`config.mk`:
```
export PLATFORM = sky130hd
export DESIGN_NAME = beat_period_counter
export DESIGN_NICKNAME = d
export VERILOG_FILES = /design/src/rtl/beat_period_counter.sv
export SDC_FILE = /design/constraint.sdc
export NUM_CORES = 1
export LEC_CHECK = 0
export ABC_AREA = 1
export CAP_MARGIN = 10
export CORE_ASPECT_RATIO = 1.1
export CORE_MARGIN = 2
export CORE_UTILIZATION = 35
export DETAILED_ROUTE_END_ITERATION = 10
export GPL_TIMING_DRIVEN = 0
export PLACE_DENSITY = 0.66
export SETUP_SLACK_MARGIN = 0.3
export SLEW_MARGIN = 20
export SYNTH_ARGS = -nofsm -noshare
export SYNTH_HDL_FRONTEND = slang
export SYNTH_SLANG_ARGS = --single-unit
```
`constraint.sdc`:
```
create_clock -name CLK -period 2.9 [get_ports CLK]
set_clock_uncertainty 0.2 [all_clocks]
set_input_delay 0.58 -clock CLK [delete_from_list [all_inputs] [get_ports CLK]]
set_output_delay 0.58 -clock CLK [all_outputs]
set_load 0.03 [all_outputs]
```
`src/rtl/beat_period_counter.sv`:
```
// Beat period counter: times NUM_EDGES periods of the sampled beat signal in CLK cycles.
// Optional macro BEAT_GLITCH_FILTER_EN requires two high samples to qualify an edge.
module beat_period_counter #(
    parameter int CNT_W     = 16,
    parameter int NUM_EDGES = 4
) (
    input  logic             CLK,
    input  logic             RSTN,
    input  logic             START,
    input  logic [0:2]       SAMPLE_IN,
    output logic [CNT_W-1:0] COUNT_OUT,
    output logic             VALID,
    input  logic             ACK,
    output logic             BUSY,
    output logic             OVERFLOW
);

    typedef enum logic [1:0] {
        S_IDLE  = 2'd0,
        S_ARM   = 2'd1,
        S_COUNT = 2'd2,
        S_DONE  = 2'd3
    } state_t;

    localparam logic [CNT_W-1:0] CNT_MAX   = {CNT_W{1'b1}};
    localparam logic [CNT_W-1:0] CNT_ZERO  = {CNT_W{1'b0}};
    localparam logic [CNT_W-1:0] CNT_ONE   = {{(CNT_W-1){1'b0}}, 1'b1};
    localparam logic [7:0]       LAST_EDGE = 8'(NUM_EDGES - 1);

    state_t           state_q, state_d;
    logic [CNT_W-1:0] cyc_cnt_q, cyc_cnt_d;
    logic [7:0]       edge_cnt_q, edge_cnt_d;
    logic [CNT_W-1:0] count_out_q, count_out_d;
    logic             ovf_q, ovf_d;
    logic             valid_q, valid_d;
    logic             busy_q, busy_d;
    logic             edge_s;
    logic             final_edge_s;
    logic             cnt_at_max_s;

`ifdef BEAT_GLITCH_FILTER_EN
    assign edge_s = SAMPLE_IN[0] & SAMPLE_IN[1] & ~SAMPLE_IN[2];
`else
    logic unused_s;
    assign unused_s = SAMPLE_IN[0];
    assign edge_s   = SAMPLE_IN[1] & ~SAMPLE_IN[2];
`endif

    assign final_edge_s = edge_s && (edge_cnt_q == LAST_EDGE);
    assign cnt_at_max_s = (cyc_cnt_q == CNT_MAX);

    // State and datapath registers
    always_ff @(posedge CLK or negedge RSTN) begin
        if (!RSTN) begin
            state_q     <= S_IDLE;
            cyc_cnt_q   <= CNT_ZERO;
            edge_cnt_q  <= 8'd0;
            count_out_q <= CNT_ZERO;
            ovf_q       <= 1'b0;
            valid_q     <= 1'b0;
            busy_q      <= 1'b0;
        end else begin
            state_q     <= state_d;
            cyc_cnt_q   <= cyc_cnt_d;
            edge_cnt_q  <= edge_cnt_d;
            count_out_q <= count_out_d;
            ovf_q       <= ovf_d;
            valid_q     <= valid_d;
            busy_q      <= busy_d;
        end
    end

    // Next-state logic
    always_comb begin
        state_d = state_q;
        case (state_q)
            S_IDLE: begin
                if (START) state_d = S_ARM;
                else       state_d = S_IDLE;
            end
            S_ARM: begin
                if (edge_s) state_d = S_COUNT;
                else        state_d = S_ARM;
            end
            S_COUNT: begin
                if (final_edge_s || cnt_at_max_s) state_d = S_DONE;
                else                              state_d = S_COUNT;
            end
            S_DONE: begin
                if (ACK) state_d = S_IDLE;
                else     state_d = S_DONE;
            end
            default: state_d = S_IDLE;
        endcase
    end

    // Counters and result capture; a final edge takes priority over saturation
    always_comb begin
        cyc_cnt_d   = cyc_cnt_q;
        edge_cnt_d  = edge_cnt_q;
        count_out_d = count_out_q;
        ovf_d       = ovf_q;
        case (state_q)
            S_ARM: begin
                if (edge_s) begin
                    cyc_cnt_d  = CNT_ZERO;
                    edge_cnt_d = 8'd0;
                end else begin
                    cyc_cnt_d  = cyc_cnt_q;
                end
            end
            S_COUNT: begin
                if (cnt_at_max_s) cyc_cnt_d = cyc_cnt_q;
                else              cyc_cnt_d = cyc_cnt_q + CNT_ONE;
                if (edge_s) edge_cnt_d = edge_cnt_q + 8'd1;
                else        edge_cnt_d = edge_cnt_q;
                if (final_edge_s) begin
                    count_out_d = cnt_at_max_s ? CNT_MAX : (cyc_cnt_q + CNT_ONE);
                    ovf_d       = 1'b0;
                end else if (cnt_at_max_s) begin
                    count_out_d = CNT_MAX;
                    ovf_d       = 1'b1;
                end else begin
                    count_out_d = count_out_q;
                end
            end
            default: begin
                cyc_cnt_d = cyc_cnt_q;
            end
        endcase
    end

    // Status outputs decoded from the upcoming state so they are registered
    always_comb begin
        valid_d = 1'b0;
        busy_d  = 1'b0;
        case (state_d)
            S_ARM, S_COUNT: busy_d  = 1'b1;
            S_DONE:         valid_d = 1'b1;
            default: begin
                valid_d = 1'b0;
                busy_d  = 1'b0;
            end
        endcase
    end

    assign COUNT_OUT = count_out_q;
    assign OVERFLOW  = ovf_q;
    assign VALID     = valid_q;
    assign BUSY      = busy_q;

endmodule

```
==> qor.yml, run 1 <==
postSynthCellCount: 310
syn_area_um2: 2430
synth_xor_area_frac: 0.0108
dp.cells: 417
synth.distinct_cells: 31
fp.coreArea_um2: 6670
cp_slowest_cell: "clkdlybuf4s50_1"
path_class: "reg2out"
layout.area.seq_um2: 1130
pre_cts_slack_ns: 0.496
drive_gt1_frac: 0.117
placed_area_um2: 2790
gp_congestion: 0.844
path_delay_family: "buffers and inverters"
cts_tree: "yes"
synth.top_cell.area_share: 0.463
cpPeakStageDelay_ns: 0.68
io_buffers: 24
die_h_um: 91.4
yosys-mux-area-fraction: 0
start_util: 0.365
setup_viol: 0
drtAntennaViolNets: 0
outcome: "finished clean"
cts-resized-gates: 0
syn_area_per_cell_um2: 7.85
cts_root_buf: "clkbuf_8"
clk_path_buf_depth: 2
crit_path_end_kind: "output port"
synth_compound_area_frac: 0.0983
postCtsSetupBuffers: 0
nets: 352
holdBufCountCts: 0
worst_pin_slew_ns: 0.482
clk_pin_slew_worst_paths_ns: 0.08
multi_input_area_um2: 1120
viasPerCell: 4.96
drt_iter0_drc: 140
fin_cells: 424
synth_top_family_by_area: "simple AND/OR/NAND/NOR gates"
drv_slew: 0
htreeDepth: 2
dr.pass1.iters: 4
dieArea_um2: 7630
relSlewSlack: 0.679
grt_usage: 0.157
drv_cap: 0
synth_nets: 320
worst-path-buf-inv: 1
synth-seq-cells: 45
post-dp-hpwl_um: 4250
rsz0062_at_grt: "no"
cts_buffers: 5
vias: 2101
fill_cells: 667
chipWidth_um: 83.5
grt_overflow: 0
min_path_type: "in2async"
fin_util: 0.432
p_per_area_nw_per_um2: 712
yosysTopAreaCell: "dfrtp_1"
path_cells: "clkdlybuf4s50_1"
timing.fmax_mhz: 467
timing.final.ws_setup_ns: 0.757
ioPinCount: 26
wl_per_cell_um: 13.3
hold_ws_ns: 0.0246
power.total_mw: 2.05
yosys.area_share.simple: 0.338
clock_latency_ns: 0.30
critPathMaxFanout: 2
cp.arrival_ns: 1.36
grt_pass1_wl_um: 9790
wirelength_um: 5630
grt_pass1_vias: 2169
finalSetupTns_ns: 0
area_delta_synth_final_pct: 18.4
finalHoldViolCount: 0
final_area_um2: 2880
cts_num_sinks: 45
drc_errors: 0
yosysWarnings: 0
vdd_drop_max_mv: 0.421
antenna_found_initial: 0
rows: 31
diodes: 0
yosysSeqAreaShare: 0.463
critical_path_required_ns: 2.12
grt_max_degree: 27
power.leakage_nw: 1.37
fin_crit_ns: 2.14
synthAdderAreaFrac: 0.0154
yosys-top-cells-area: "dfrtp_1, nand2_1, nand3_1"
fin_crit_sh: 0.739
start_kind: "register"
==> kinds of logic (layout without fill, tap and decap cells) <==
family                     Yosys count  count (layout)
AOI/OAI and AO/OA                   39              39
buffers and inverters               43              75
and+or+nand+nor                    177             177
adders and majority gates            3               3
xor gates and xnor gates             3               3
DFF                                 45              45
==> flip-flops by register name (all words and copies together), names as in the netlist <==
| name | count |
|---|---|
| cyc_cnt_q | 16 |
| OVERFLOW | 1 |
| BUSY | 1 |
| state_q | 2 |
| COUNT_OUT | 16 |
| VALID | 1 |
| edge_cnt_q | 8 |
==> synthesized netlist by cell type, drive strengths merged <==
master,number
ha,3
or2,1
dfrtp,45
o31ai,1
a31oi,1
nand3,30
o21bai,2
xor2,3
nor3,1
buf,6
nand3b,1
nor2,42
inv,37
nand4,9
o211ai,1
a22o,1
o21a,1
a21oi,14
nand2,93
o21ai,18
==> routing by layer <==
metal  global-route usage  vias to the layer above  share of wire
met3               0.0327                       10          0.032
met4               0.0484                        0          0.018
li1                     -                     1063              -
met1                0.188                      991           0.44
met5                    0                        -              0
met2                0.282                       37           0.51
==> final cells by class <==
class	instances	area share
Buffer	6	0.0148
Tap cell	82	0.0356
Timing Repair Buffer	25	0.0886
Multi-Input combinational cell	222	0.391
Inverter	37	0.0482
Clock inverter	1	0.00261
Clock buffer	6	0.0287
Sequential cell	45	0.391
==> report_power, final <==
part           internal, mW  leakage, nW  switching (mW)
Combinational         0.259        0.757           0.472
Sequential            0.771        0.570           0.139
Clock                 0.189       0.0433           0.219
==> placed cells by master, fill, tap and decap left out, drive strengths merged, types with 2 or more instances in the layout <==
master and n:
clkbuf 6, buf 8, nor2 42, o21ai 18
nand2 93, inv 37, nand3 30, nand4 9
dfrtp 45, clkdlybuf4s50 23, o21bai 2, a21oi 14
ha 3, xor2 3
==> worst paths after layout <==
check	startpoint	end	slack [ns]	cells after the start
max in group asynchronous	RSTN	cyc_cnt_q[14]	1.97	2
worst max register to register	cyc_cnt_q[1]	BUSY	0.89	10
worst max-delay path	COUNT_OUT[6]	COUNT_OUT[6]	0.76	1
worst min register to register	COUNT_OUT[9]	COUNT_OUT[9]	0.29	2
min in group CLK	COUNT_OUT[9]	COUNT_OUT[9]	0.29	2
worst min-delay path	RSTN	VALID	0.02	1
(Power assumes the default switching activity.)
==> run 2: changes to the inputs <==
--- a/config.mk
+++ b/config.mk
@@ -12,7 +12,7 @@
 export CORE_UTILIZATION = 35
 export DETAILED_ROUTE_END_ITERATION = 10
 export GPL_TIMING_DRIVEN = 0
-export PLACE_DENSITY = 0.66
+export PLACE_DENSITY = 0.68
 export SETUP_SLACK_MARGIN = 0.3
 export SLEW_MARGIN = 20
 export SYNTH_ARGS = -nofsm -noshare
==> constraint.sdc (replaced) <==
create_clock -name CLK -period 1.8 [get_ports CLK]
set_clock_uncertainty 0.2 [all_clocks]
set_input_delay 0.36 -clock CLK [delete_from_list [all_inputs] [get_ports CLK]]
set_output_delay 0.36 -clock CLK [all_outputs]
set_load 0.03 [all_outputs]
==> qor.yml, run 2 (synthesis results as in run 1) <==
dr_wl_met3_um: 442
topRoutingLayerUsed: "met4"
path_delay_family: "simple AND/OR/NAND/NOR gates"
wirelength_um: 7870
wl_per_cell_um: 16.7
path_cells: "ha_2, nand2_2, nor2_4, nand2_2, nor2_4, nand2_4, buf_6, buf_6, buf_16, o211ai_1"
fin_crit_ns: 1.84
critical_path_required_ns: 1.83
area_delta_synth_final_pct: 48.5
post-dp-hpwl_um: 4370
start_util: 0.365
start_kind: "register"
cp_slowest_cell: "dfrtp_1"
timing.final.ws_setup_ns: -0.0379
cts_buffers: 5
rows: 31
relSlewSlack: 0.702
rsz0062_at_grt: "yes"
cpPeakStageDelay_ns: 0.36
drv_slew: 0
grt_pass1_wl_um: 11400
final_area_um2: 3610
fill_cells: 557
drc_errors: 0
diodes: 0
drt_iter0_drc: 203
setup_viol: 12
clock_latency_ns: 0.30
nets: 399
power.total_mw: 4.18
ioPinCount: 26
grt_usage: 0.185
grt_overflow: 0
timing.fmax_mhz: 544
p_per_area_nw_per_um2: 1160
chipWidth_um: 83.5
fin_crit_sh: 1.02
drtAntennaViolNets: 0
viasPerCell: 5.31
finalHoldViolCount: 0
io_buffers: 24
dr_wl_met2_um: 4020
layout_common_cells: "nand2_1, dfrtp_1, buf_4"
power.leakage_nw: 1.72
wl_met1_um: 3250
outcome: "finished with violations"
placed_area_um2: 2870
htreeDepth: 2
clk_path_buf_depth: 2
gp_congestion: 0.846
die_h_um: 91.4
cp.arrival_ns: 1.87
drive_gt1_frac: 0.429
grt_pass1_vias: 2369
hold_ws_ns: 0.297
cts_tree: "yes"
drv_cap: 0
antenna_found_initial: 0
dieArea_um2: 7630
path_class: "reg2reg"
finalSetupTns_ns: -0.272
vdd_drop_max_mv: 1.14
pre_cts_slack_ns: -0.445
vias: 2501
cts_root_buf: "clkbuf_8"
min_path_type: "reg2reg"
final_common_cell: "nand2_1"
grt_max_degree: 29
clk_pin_slew_worst_paths_ns: 0.08
cts_num_sinks: 45
worst-path-buf-inv: 3
worst_pin_slew_ns: 0.447
crit_path_end_kind: "register"
violations: "setup timing"
dr.pass1.iters: 5
fp.coreArea_um2: 6670
critPathMaxFanout: 5
==> run 2: cell count changes in the layout (fill, tap and decap cells not counted), sizes merged, moves of 2 or more <==
| cell | previous run | this run |
|---|---|---|
| buf | 8 | 71 |
| clkbuf | 6 | 8 |
| clkdlybuf4s50 | 23 | 2 |
| dlygate4sd2 | 0 | 2 |
==> run 2: final cells by class <==
type / instances / area, um^2 / area share
Timing Repair Buffer: 72 / 629 / 0.174
Sequential cell: 45 / 1130 / 0.312
Clock buffer: 7 / 86.3 / 0.0239
Multi-Input combinational cell: 222 / 1420 / 0.394
Inverter: 37 / 151 / 0.0419
Tap cell: 82 / 103 / 0.0284
Buffer: 6 / 90.1 / 0.0249
==> run 2: tightest hold or removal path: stages (launching register included) <==
cell and delay, ns:
dfrtp_1 0.35, nand2_1 0.06, nand3_2 0.06
==> run 2: repair_timing <==
action                                  in CTS  in global routing
buffers inserted                            30                 13
gates cloned                                 2                  1
endpoints found under the setup margin      63                 44
hold buffers                                 1                  0
pin swaps                                   18                 22
gates resized for setup                    140                 50
endpoints found under the hold margin       17                  0
==> run 2: power by group <==
group	internal [mW]	switching, mW	total (mW)
Sequential	1.25	0.219	1.47
Combinational	0.895	1.16	2.05
Clock	0.305	0.352	0.657
Total	2.45	1.73	4.18
==> run 2: final timing paths <==
check / cells past startpoint / start / endpoint / slack (ns)
setup reg to reg: 10 / cyc_cnt_q[0] / COUNT_OUT[2] / -0.04
max in group asynchronous: 3 / RSTN / COUNT_OUT[0] / 0.58
hold reg to reg: 2 / COUNT_OUT[3] / COUNT_OUT[3] / 0.30
setup / recovery: 10 / cyc_cnt_q[0] / COUNT_OUT[2] / -0.04
hold / removal: 2 / COUNT_OUT[3] / COUNT_OUT[3] / 0.30
min in group asynchronous: 2 / RSTN / edge_cnt_q[2] / 0.32
==> run 2: routing by layer <==
| metal | GRT usage | up-vias |
|---|---|---|
| li1 | - | 1165 |
| met1 | 0.231 | 1223 |
| met2 | 0.315 | 98 |
| met3 | 0.0245 | 15 |
| met4 | 0.0874 | 0 |
| met5 | 0 | - |
==> run 2: stage by stage <==
step | util | std cells
after global placement | 0.428 | 416
after floorplan | - | 310
final | 0.541 | 471
after detailed placement | 0.430 | 417
after CTS | 0.496 | 457
after global routing | 0.541 | 471
==> run 3: changes to the inputs <==
--- a/config.mk
+++ b/config.mk
@@ -12,7 +12,7 @@
 export CORE_UTILIZATION = 35
 export DETAILED_ROUTE_END_ITERATION = 10
 export GPL_TIMING_DRIVEN = 0
-export PLACE_DENSITY = 0.68
+export PLACE_DENSITY = 0.66
 export SETUP_SLACK_MARGIN = 0.3
 export SLEW_MARGIN = 20
 export SYNTH_ARGS = -nofsm -noshare
==> constraint.sdc (replaced) <==
create_clock -name CLK -period 1.87 [get_ports CLK]
set_clock_uncertainty 0.2 [all_clocks]
set_input_delay 0.374 -clock CLK [delete_from_list [all_inputs] [get_ports CLK]]
set_output_delay 0.374 -clock CLK [all_outputs]
set_load 0.03 [all_outputs]
==> qor.yml, run 3 (synthesis results as in run 1) <==
drive_gt1_frac: 0.379
start_kind: "register"
busiest_layer: "met2"
use_met2: 0.297
finalHoldViolCount: 0
wirelength_um: 6640
worst_pin_slew_ns: 0.509
rsz0062_at_grt: "yes"
vdd_drop_max_mv: 0.703
critPathLaunch: "cyc_cnt_q[1]"
cpPeakStageDelay_ns: 0.37
p_clk_frac: 0.178
p_per_area_nw_per_um2: 1080
area_delta_synth_final_pct: 44.4
vias: 2335
viasPerCell: 5.05
power.share.switching: 0.404
crit_path_end: "BUSY"
cts_tree: "yes"
path_class: "reg2reg"
grt_overflow: 0
power.total_mw: 3.80
cp.arrival_ns: 1.81
intPower_mw: 2.26
crit_path_end_kind: "register"
grt_usage: 0.169
setup_viol: 0
pre_cts_slack_ns: -0.415
rrSetupSlack_ns: 0.06
critical_path_required_ns: 1.87
drc_errors: 0
clk_pin_slew_worst_paths_ns: 0.08
fin_crit_sh: 0.969
seq_power_share: 0.368
hold_ws_ns: 0.294
diodes: 0
timing.fmax_mhz: 552
io_buffers: 24
r2r_cells: 10
cts_buffers: 5
fp.coreArea_um2: 6670
path_cells: "ha_2, nand2_2, nor2_4, nand2_4, nor2_4, nand2_4, nand3_2, nand2_2, inv_2, ha_4"
gp_congestion: 0.843
power_frac_comb: 0.454
post-dp-hpwl_um: 4230
drv_slew: 0
fin_util: 0.527
r2r_start: "cyc_cnt_q[1]"
final_common_cell: "nand2_1"
critPathMaxFanout: 2
grt_pass1_vias: 2206
chipWidth_um: 83.5
die_h_um: 91.4
nets: 389
htreeDepth: 2
met3_usage: 0.0300
power.leakage_nw: 1.71
r2r-end: "BUSY"
timing.final.ws_setup_ns: 0.0583
cts_root_buf: "clkbuf_8"
start_util: 0.365
dieArea_um2: 7630
grt_max_degree: 26
clock_latency_ns: 0.30
relSlewSlack: 0.661
fill_cells: 571
met1_usage: 0.208
cts_num_sinks: 45
dr.pass1.iters: 4
wl_per_cell_um: 14.4
layout_common_cells: "nand2_1, dfrtp_1, inv_1"
outcome: "finished clean"
antenna_found_initial: 0
drv_cap: 0
p_switching_mw: 1.54
drt_iter0_drc: 145
ioPinCount: 26
rows: 31
min_path_type: "reg2reg"
clk_path_buf_depth: 2
fin_crit_ns: 1.81
cp_slowest_cell: "dfrtp_1"
grt_pass1_wl_um: 10300
drtAntennaViolNets: 0
-- run 3: repair_timing --
item / 4_1_cts / 5_1_grt
gates resized for setup: 91 / 81
cloned: 1 / 1
endpoints found under the setup margin: 59 / 55
hold buffers: 1 / 0
hold endpoints to repair: 20 / 0
pin swaps: 13 / 28
buffers inserted: 17 / 17
-- run 3: per-layer routing --
layer,share of wire,wire length (um)
met5,0,0
met4,0.021,138
met3,0.045,300
met2,0.52,3450
met1,0.41,2750
-- run 3: area by class of cell --
cell class	count	area, um^2	area share
timing repair buffer	62	566	0.161
buffer	6	92.6	0.0264
tap	82	103	0.0292
clock buffer	7	96.3	0.0274
multi-input combinational	222	1390	0.395
inverter	37	139	0.0395
clock inverter	1	5.00	0.00142
sequential	45	1130	0.321
-- run 3: power groups by stage --
stage | registers (mW) | clock network (mW) | logic [mW]
after global placement | 1.42 | 0 | 1.15
after global routing | 1.43 | 0.730 | 1.87
after detailed placement | 1.43 | 0 | 1.18
after floorplan | 1.48 | 0 | 0.748
final | 1.40 | 0.676 | 1.73
after CTS | 1.40 | 0.691 | 1.35
-- run 3: stage by stage --
| stage | area (um^2) | TNS, ns | cells |
|---|---|---|---|
| floorplan | 2470 | 0 | 310 |
| global placement | 2810 | -57.57 | 416 |
| detailed placement | 2830 | -8.78 | 417 |
| CTS | 3220 | 0 | 444 |
| global route | 3510 | -0.0469 | 462 |
| finish | 3510 | 0 | 462 |
-- run 3: how the worst min path moves through the flow --
stage,from,to,cells past startpoint
2_1_floorplan,RSTN,BUSY,0
3_3_place_gp,COUNT_OUT[0],COUNT_OUT[0],2
3_5_place_dp,RSTN,cyc_cnt_q[13],1
4_1_cts,COUNT_OUT[0],COUNT_OUT[0],2
5_1_grt,COUNT_OUT[6],COUNT_OUT[6],2
6_report,COUNT_OUT[6],COUNT_OUT[6],2
-- run 3: worst max-delay path, delay by kind of cell (launching register included) --
| family | cells | cell delay, ns |
|---|---|---|
| adder cells (fa/ha/maj) | 2 | 0.40 |
| buffers and inverters | 1 | 0.07 |
| flip-flops | 1 | 0.37 |
| AND/OR/NAND/NOR | 7 | 0.66 |
